--- config.mk ---
export PLATFORM = sky130hd
export DESIGN_NAME = sram_port_arbiter
export DESIGN_NICKNAME = d
export VERILOG_FILES = /design/src/rtl/sram_port_arbiter.sv
export SDC_FILE = /design/constraint.sdc
export NUM_CORES = 1
export LEC_CHECK = 0
export ABC_AREA = 1
export BUFFER_PORTS_ARGS = -buffer_cell sky130_fd_sc_hd__buf_2
export CORE_MARGIN = 10
export CORE_UTILIZATION = 44
export DETAILED_ROUTE_END_ITERATION = 6
export GPL_TIMING_DRIVEN = 0
export PLACE_DENSITY_LB_ADDON = 0.08
export SLEW_MARGIN = 40
export SYNTH_ARGS = -nofsm -noshare
export SYNTH_HDL_FRONTEND = slang
export SYNTH_SLANG_ARGS = --single-unit
export TNS_END_PERCENT = 20
--- constraint.sdc ---
create_clock -name clk_i -period 3.75 [get_ports clk_i]
set_clock_uncertainty 0.2 [all_clocks]
set_input_delay 0.375 -clock clk_i [delete_from_list [all_inputs] [get_ports clk_i]]
set_output_delay 0.375 -clock clk_i [all_outputs]
set_load 0.01 [all_outputs]
--- src/rtl/sram_port_arbiter.sv ---
// sram_port_arbiter
//   Round-robin arbiter that shares one SRAM bank among NUM_PORTS word-level
//   requesters. One request is granted per cycle and registered onto the bank
//   pins. Reads are tracked through the fixed bank latency so that read data
//   returns only to the issuing port. A per-port lock keeps burst beats
//   contiguous on the bank.
//
//   Optional feature macro: SRAM_ARB_STARVE_EN
//     When defined, every port has a wait counter. A port that waits
//     STARVE_LIMIT cycles breaks any held lock and is granted ahead of the
//     round-robin pointer.
//
// Ports
//   clk_i, rst_ni       clock, synchronous active-low reset
//   req_i/we_i/lock_i   per-port request, write enable, hold-grant-after-beat
//   addr_i/be_i/wdata_i per-port packed address, byte enables, write data
//   gnt_o               one-hot combinational grant
//   rvalid_o/rdata_o    one-hot read-data valid, read data (bank passthrough)
//   sram_*_o            registered bank controls
//   sram_rdata_i        bank read data
//
// States
//   state  | meaning
//   ARB    | round-robin arbitration among all requesters
//   LOCKED | only owner_q may be granted; released by owner or idle timeout

module sram_port_arbiter #(
   parameter int NUM_PORTS         = 2,
   parameter int ADDR_WIDTH        = 16,
   parameter int DATA_WIDTH        = 32,
   parameter int SRAM_READ_LATENCY = 2,
   parameter int LOCK_TIMEOUT      = 4,
   parameter int STARVE_LIMIT      = 16
) (
   input  logic                               clk_i,
   input  logic                               rst_ni,
   input  logic [NUM_PORTS-1:0]               req_i,
   input  logic [NUM_PORTS-1:0]               we_i,
   input  logic [NUM_PORTS-1:0]               lock_i,
   input  logic [NUM_PORTS*ADDR_WIDTH-1:0]    addr_i,
   input  logic [NUM_PORTS*DATA_WIDTH/8-1:0]  be_i,
   input  logic [NUM_PORTS*DATA_WIDTH-1:0]    wdata_i,
   output logic [NUM_PORTS-1:0]               gnt_o,
   output logic [NUM_PORTS-1:0]               rvalid_o,
   output logic [DATA_WIDTH-1:0]              rdata_o,
   output logic                               sram_cs_o,
   output logic                               sram_we_o,
   output logic [ADDR_WIDTH-1:0]              sram_addr_o,
   output logic [DATA_WIDTH/8-1:0]            sram_be_o,
   output logic [DATA_WIDTH-1:0]              sram_wdata_o,
   input  logic [DATA_WIDTH-1:0]              sram_rdata_i
);

   localparam int IDX_W  = (NUM_PORTS > 1) ? $clog2(NUM_PORTS) : 1;
   localparam int BE_W   = DATA_WIDTH / 8;
   localparam int IDLE_W = $clog2(LOCK_TIMEOUT + 1);
   localparam int LAT    = SRAM_READ_LATENCY;

   if (NUM_PORTS < 2 || (DATA_WIDTH % 8) != 0 || SRAM_READ_LATENCY < 1 ||
       LOCK_TIMEOUT < 1 || STARVE_LIMIT < 1) begin : g_param_check
      $error("sram_port_arbiter: illegal parameter combination");
   end

   typedef enum logic {ARB, LOCKED} state_t;

   state_t                  state_q, state_d;
   logic [IDX_W-1:0]        rr_ptr_q, rr_ptr_d;
   logic [IDX_W-1:0]        owner_q, owner_d;
   logic [IDLE_W-1:0]       idle_q, idle_d;

   logic                    arb_found;
   logic [IDX_W-1:0]        arb_idx;
   logic                    gnt_valid;
   logic [IDX_W-1:0]        gnt_idx;

   logic                    sel_we;
   logic [ADDR_WIDTH-1:0]   sel_addr;
   logic [BE_W-1:0]         sel_be;
   logic [DATA_WIDTH-1:0]   sel_wdata;

   logic [LAT:0]            rd_valid_q;
   logic [LAT:0][IDX_W-1:0] rd_port_q;

   function automatic logic [IDX_W-1:0] ptr_next(input logic [IDX_W-1:0] idx);
      if (int'(idx) == NUM_PORTS - 1) return '0;
      return idx + IDX_W'(1);
   endfunction

   // Returns {found, index} of the first requester at or after ptr.
   function automatic logic [IDX_W:0] rr_pick(input logic [NUM_PORTS-1:0] req,
                                              input logic [IDX_W-1:0]     ptr);
      logic             found;
      logic [IDX_W-1:0] idx;
      logic [IDX_W-1:0] cand;
      int               c;
      found = 1'b0;
      idx   = ptr;
      for (int k = 0; k < NUM_PORTS; k++) begin
         c = int'(ptr) + k;
         if (c >= NUM_PORTS) c = c - NUM_PORTS;
         cand = IDX_W'(c);
         if (!found && req[cand]) begin
            found = 1'b1;
            idx   = cand;
         end
      end
      return {found, idx};
   endfunction

`ifdef SRAM_ARB_STARVE_EN
   localparam int WAIT_W = $clog2(STARVE_LIMIT + 1);

   logic [NUM_PORTS-1:0][WAIT_W-1:0] wait_q;
   logic [NUM_PORTS-1:0]             starved;

   always_comb begin
      for (int p = 0; p < NUM_PORTS; p++) begin
         starved[p] = (wait_q[p] >= WAIT_W'(STARVE_LIMIT));
      end
   end

   // Counters saturate at the limit so a long wait cannot wrap back to zero.
   always_ff @(posedge clk_i) begin
      if (!rst_ni) begin
         wait_q <= '0;
      end else begin
         for (int p = 0; p < NUM_PORTS; p++) begin
            if (gnt_o[p]) begin
               wait_q[p] <= '0;
            end else if (req_i[p] && !starved[p]) begin
               wait_q[p] <= wait_q[p] + WAIT_W'(1);
            end
         end
      end
   end
`endif

   // Round-robin pick; a starved requester overrides it, lowest index first.
   always_comb begin
      {arb_found, arb_idx} = rr_pick(req_i, rr_ptr_q);
`ifdef SRAM_ARB_STARVE_EN
      for (int p = NUM_PORTS - 1; p >= 0; p--) begin
         if (starved[p] && req_i[p]) begin
            arb_found = 1'b1;
            arb_idx   = IDX_W'(p);
         end
      end
`endif
   end

   always_comb begin
      state_d   = state_q;
      rr_ptr_d  = rr_ptr_q;
      owner_d   = owner_q;
      idle_d    = idle_q;
      gnt_valid = 1'b0;
      gnt_idx   = rr_ptr_q;
      case (state_q)
         ARB: begin
            if (arb_found) begin
               gnt_valid = 1'b1;
               gnt_idx   = arb_idx;
               rr_ptr_d  = ptr_next(arb_idx);
               if (lock_i[arb_idx]) begin
                  state_d = LOCKED;
                  owner_d = arb_idx;
                  idle_d  = '0;
               end
            end
         end
         LOCKED: begin
            if (req_i[owner_q]) begin
               gnt_valid = 1'b1;
               gnt_idx   = owner_q;
               idle_d    = '0;
               rr_ptr_d  = ptr_next(owner_q);
               if (!lock_i[owner_q]) state_d = ARB;
            end else if (idle_q == IDLE_W'(LOCK_TIMEOUT - 1)) begin
               state_d = ARB;
               idle_d  = '0;
            end else begin
               idle_d = idle_q + IDLE_W'(1);
            end
`ifdef SRAM_ARB_STARVE_EN
            // The owner keeps this cycle's beat; the lock ends after it.
            if (|starved) begin
               state_d = ARB;
               idle_d  = '0;
            end
`endif
         end
         default: state_d = ARB;
      endcase
      if (!rst_ni) gnt_valid = 1'b0;
   end

   always_comb begin
      for (int p = 0; p < NUM_PORTS; p++) begin
         gnt_o[p] = gnt_valid && (gnt_idx == IDX_W'(p));
      end
   end

   always_comb begin
      sel_we    = 1'b0;
      sel_addr  = '0;
      sel_be    = '0;
      sel_wdata = '0;
      for (int p = 0; p < NUM_PORTS; p++) begin
         if (gnt_idx == IDX_W'(p)) begin
            sel_we    = we_i[p];
            sel_addr  = addr_i[p*ADDR_WIDTH +: ADDR_WIDTH];
            sel_be    = be_i[p*BE_W +: BE_W];
            sel_wdata = wdata_i[p*DATA_WIDTH +: DATA_WIDTH];
         end
      end
   end

   always_ff @(posedge clk_i) begin
      if (!rst_ni) begin
         state_q  <= ARB;
         rr_ptr_q <= '0;
         owner_q  <= '0;
         idle_q   <= '0;
      end else begin
         state_q  <= state_d;
         rr_ptr_q <= rr_ptr_d;
         owner_q  <= owner_d;
         idle_q   <= idle_d;
      end
   end

   // Bank pins: data fields hold their last value when no beat is issued.
   always_ff @(posedge clk_i) begin
      if (!rst_ni) begin
         sram_cs_o    <= 1'b0;
         sram_we_o    <= 1'b0;
         sram_addr_o  <= '0;
         sram_be_o    <= '0;
         sram_wdata_o <= '0;
      end else begin
         sram_cs_o <= gnt_valid;
         if (gnt_valid) begin
            sram_we_o    <= sel_we;
            sram_addr_o  <= sel_addr;
            sram_be_o    <= sel_be;
            sram_wdata_o <= sel_wdata;
         end
      end
   end

   // Stage 0 is loaded with the grant; stage LAT lines up with bank data.
   always_ff @(posedge clk_i) begin
      if (!rst_ni) begin
         rd_valid_q <= '0;
         rd_port_q  <= '0;
      end else begin
         rd_valid_q <= {rd_valid_q[LAT-1:0], gnt_valid && !sel_we};
         rd_port_q  <= {rd_port_q[LAT-1:0], gnt_idx};
      end
   end

   always_comb begin
      for (int p = 0; p < NUM_PORTS; p++) begin
         rvalid_o[p] = rd_valid_q[LAT] && (rd_port_q[LAT] == IDX_W'(p));
      end
   end

   assign rdata_o = sram_rdata_i;

endmodule

==> out/metrics.cfg <==
[routing]
wirelength_um = 12200
avgViaCountPerCell = 4.70
drc = 0
wl_per_cell_um = 14.5
antenna_left = 0
num_vias = 3951
first_pass_iters = 4
first_iter_violations = 154

[flow_run]
maxCapViolCount = 0

[pwr]
p_sw_frac = 0.351
power.internal_mw = 1.35
power_density_nw_per_um2 = 419
netSwitchingPower_mw = 0.727
power_mw = 2.07
p_seq_frac = 0.392
comb_power_share = 0.361
pwr-share-clk = 0.247
p_leak_nw = 2.68
ir_worst_vdd_uv = 170

[global_route]
grt_pass1_vias = 4052
grt-ovfl-total = 0
grt_pass1_wl_um = 19700
antenna_found_initial = 0
grt_max_degree = 11
grtUsageTotal = 0.188

[synthesis]
async_reset_ff_frac = 0
syn_area_um2 = 3650
synth_cells = 520
ys.flop_type = dfxtp_1
synth.distinct_cells = 24
synth_warnings = 0
synth_top_cell_by_area = dfxtp_1
synth_edf_count = 0
yosysMostFrequentCell = nand2_1
ys_ff_latch = 66
ys_top_cells_by_count = nand2_1, dfxtp_1, nand3_1
synth_area_per_cell_um2 = 7.02
syn_nets = 665
synth_top_area_share = 0.362
synthTopCellsByArea = dfxtp_1, nand2_1, a21oi_2, buf_4, nand3_1
ys_seq_area_frac = 0.362

[setup_path]
setup.worst_path.class = flop to primary output
worstReg2RegStart = owner_q
crit_path_end_kind = primary output
path_max_fanout = 10
crit_start = owner_q
crit_arrival_ns = 1.61
required_ns = 3.17
startpoint_type = flop

[timing]
fin_crit_sh = 0.582
hold_viol = 0
worst_slew_pin_slew_ns = 0.704
finalSetupViolCount = 0
max_freq_mhz = 458
slew_viol_final = 0
fin_ws_ns = 1.57
fin_crit_ns = 2.18
slew_headroom = 0.531
rsz0062_at_grt = no
tns_ns = 0

[placed_design]
dpl.cell_count = 825
post-dp-hpwl_um = 9790
gp_congestion = 0.848
pre_cts_ws_ns = 1.81
port_buffers = 200

[finish]
final_cells = 841
nFillCells = 794
syn_to_final_growth_pct = 35.5
fin_util = 0.608
fin_nets = 876
diodes = 0
drive_gt1_frac = 0.450

[cts]
cts_resized = 0
cts_tree = yes
numCtsBuffers = 9
cts_root_buffer = clkbuf_8
cts.clk_slew.worst_paths_ns = 0.07
hold_buffers = 0
cts_buffer_depth = 2
clk_latency_ns = 0.33
h-tree-depth = 3
post-cts-setup-buffers = 0
cts_sinks = 66

[floorplan]
die_y_um = 111
rows = 33
die_x_um = 111
initial_core_util = 0.449
core_area_um2 = 8130
ios = 234
die_area_um2 = 12300

[hold_path]
hp-class = input pin to flop
hold_start = we_i[0]

[run_status]
outcome = finished clean

-- final timing paths --
| path | depth (start not counted) | to | slack [ns] |
|---|---|---|---|
| min | 4 | rd_valid_q[0] | 0.1 |
| max | 6 | gnt_o[0] | 1.57 |
| min reg2reg | 2 | rd_port_q[2] | 0.21 |
| max reg2reg | 7 | sram_addr_o[5] | 2.08 |
-- placed cells by master (no fill, tap or decap), types with 3 or more instances in the layout --
cell type,n
clkinv_2,3
buf_4,43
buf_1,3
a21oi_1,10
clkbuf_8,10
buf_6,6
nand3_1,59
inv_2,3
dfxtp_1,66
inv_1,17
o21ai_0,4
buf_2,212
a21oi_2,48
nor2_1,4
clkbuf_1,4
nand2_1,233
-- critical path, cell delays in order, from the launching register on --
cell     delay, ns
dfxtp_1       0.43
nand2_1       0.10
nand3_1       0.13
nand3_2       0.10
buf_6         0.16
a21oi_1       0.18
buf_2         0.17
-- power by group through the flow --
stage / Sequential (mW) / Combinational (mW) / Clock, mW
after detailed placement: 0.827 / 0.754 / 0
after CTS: 0.813 / 0.758 / 0.524
after global placement: 0.824 / 0.743 / 0
after global routing: 0.822 / 0.838 / 0.550
final: 0.813 / 0.747 / 0.512
after floorplan: 0.855 / 0.472 / 0
-- registers in the layout, summed over array words and instances, names as in the netlist --
| register | flops |
|---|---|
| rd_port_q | 3 |
| state_q | 1 |
| sram_addr_o | 16 |
| rr_ptr_q | 1 |
| sram_cs_o | 1 |
| sram_wdata_o | 32 |
| rd_valid_q | 3 |
| owner_q | 1 |
| sram_we_o | 1 |
| idle_q | 3 |
| sram_be_o | 4 |
-- layout make-up --
type | count | area [µm²] | area share
buffer | 66 | 480 | 0.0971
tap | 105 | 131 | 0.0266
clock buffer | 13 | 149 | 0.0301
multi-input combinational | 368 | 1770 | 0.358
clock inverter | 3 | 15.0 | 0.00304
timing repair buffer | 200 | 1000 | 0.202
sequential | 66 | 1320 | 0.267
inverter | 20 | 75.1 | 0.0152
-- stage by stage --
step / hold slack, ns / instance area (µm²)
after floorplan: 0.190 / 3650
after global placement: 0.194 / 4780
after detailed placement: 0.204 / 4780
after CTS: 0.0880 / 4950
after global routing: 0.0952 / 4950
final: 0.0966 / 4950
-- routing by layer --
metal	wire length [µm]	share of wire	GRT usage
met1	5250	0.43	0.217
met5	0	0	0
met3	1140	0.093	0.0790
met4	119	0.0097	0.0480
met2	5710	0.47	0.314
-- cell families (layout without fill, tap and decap cells) --
| kind of cell | count (synthesis) | after routing | synth area share |
|---|---|---|---|
| compound gates | 65 | 65 | 0.140 |
| fa+ha+maj | 1 | 1 | 0.00343 |
| buf+inv | 86 | 302 | 0.152 |
| flops | 66 | 66 | 0.362 |
| simple gates | 302 | 302 | 0.342 |
Note: power is estimated with default switching activity, not from simulation.
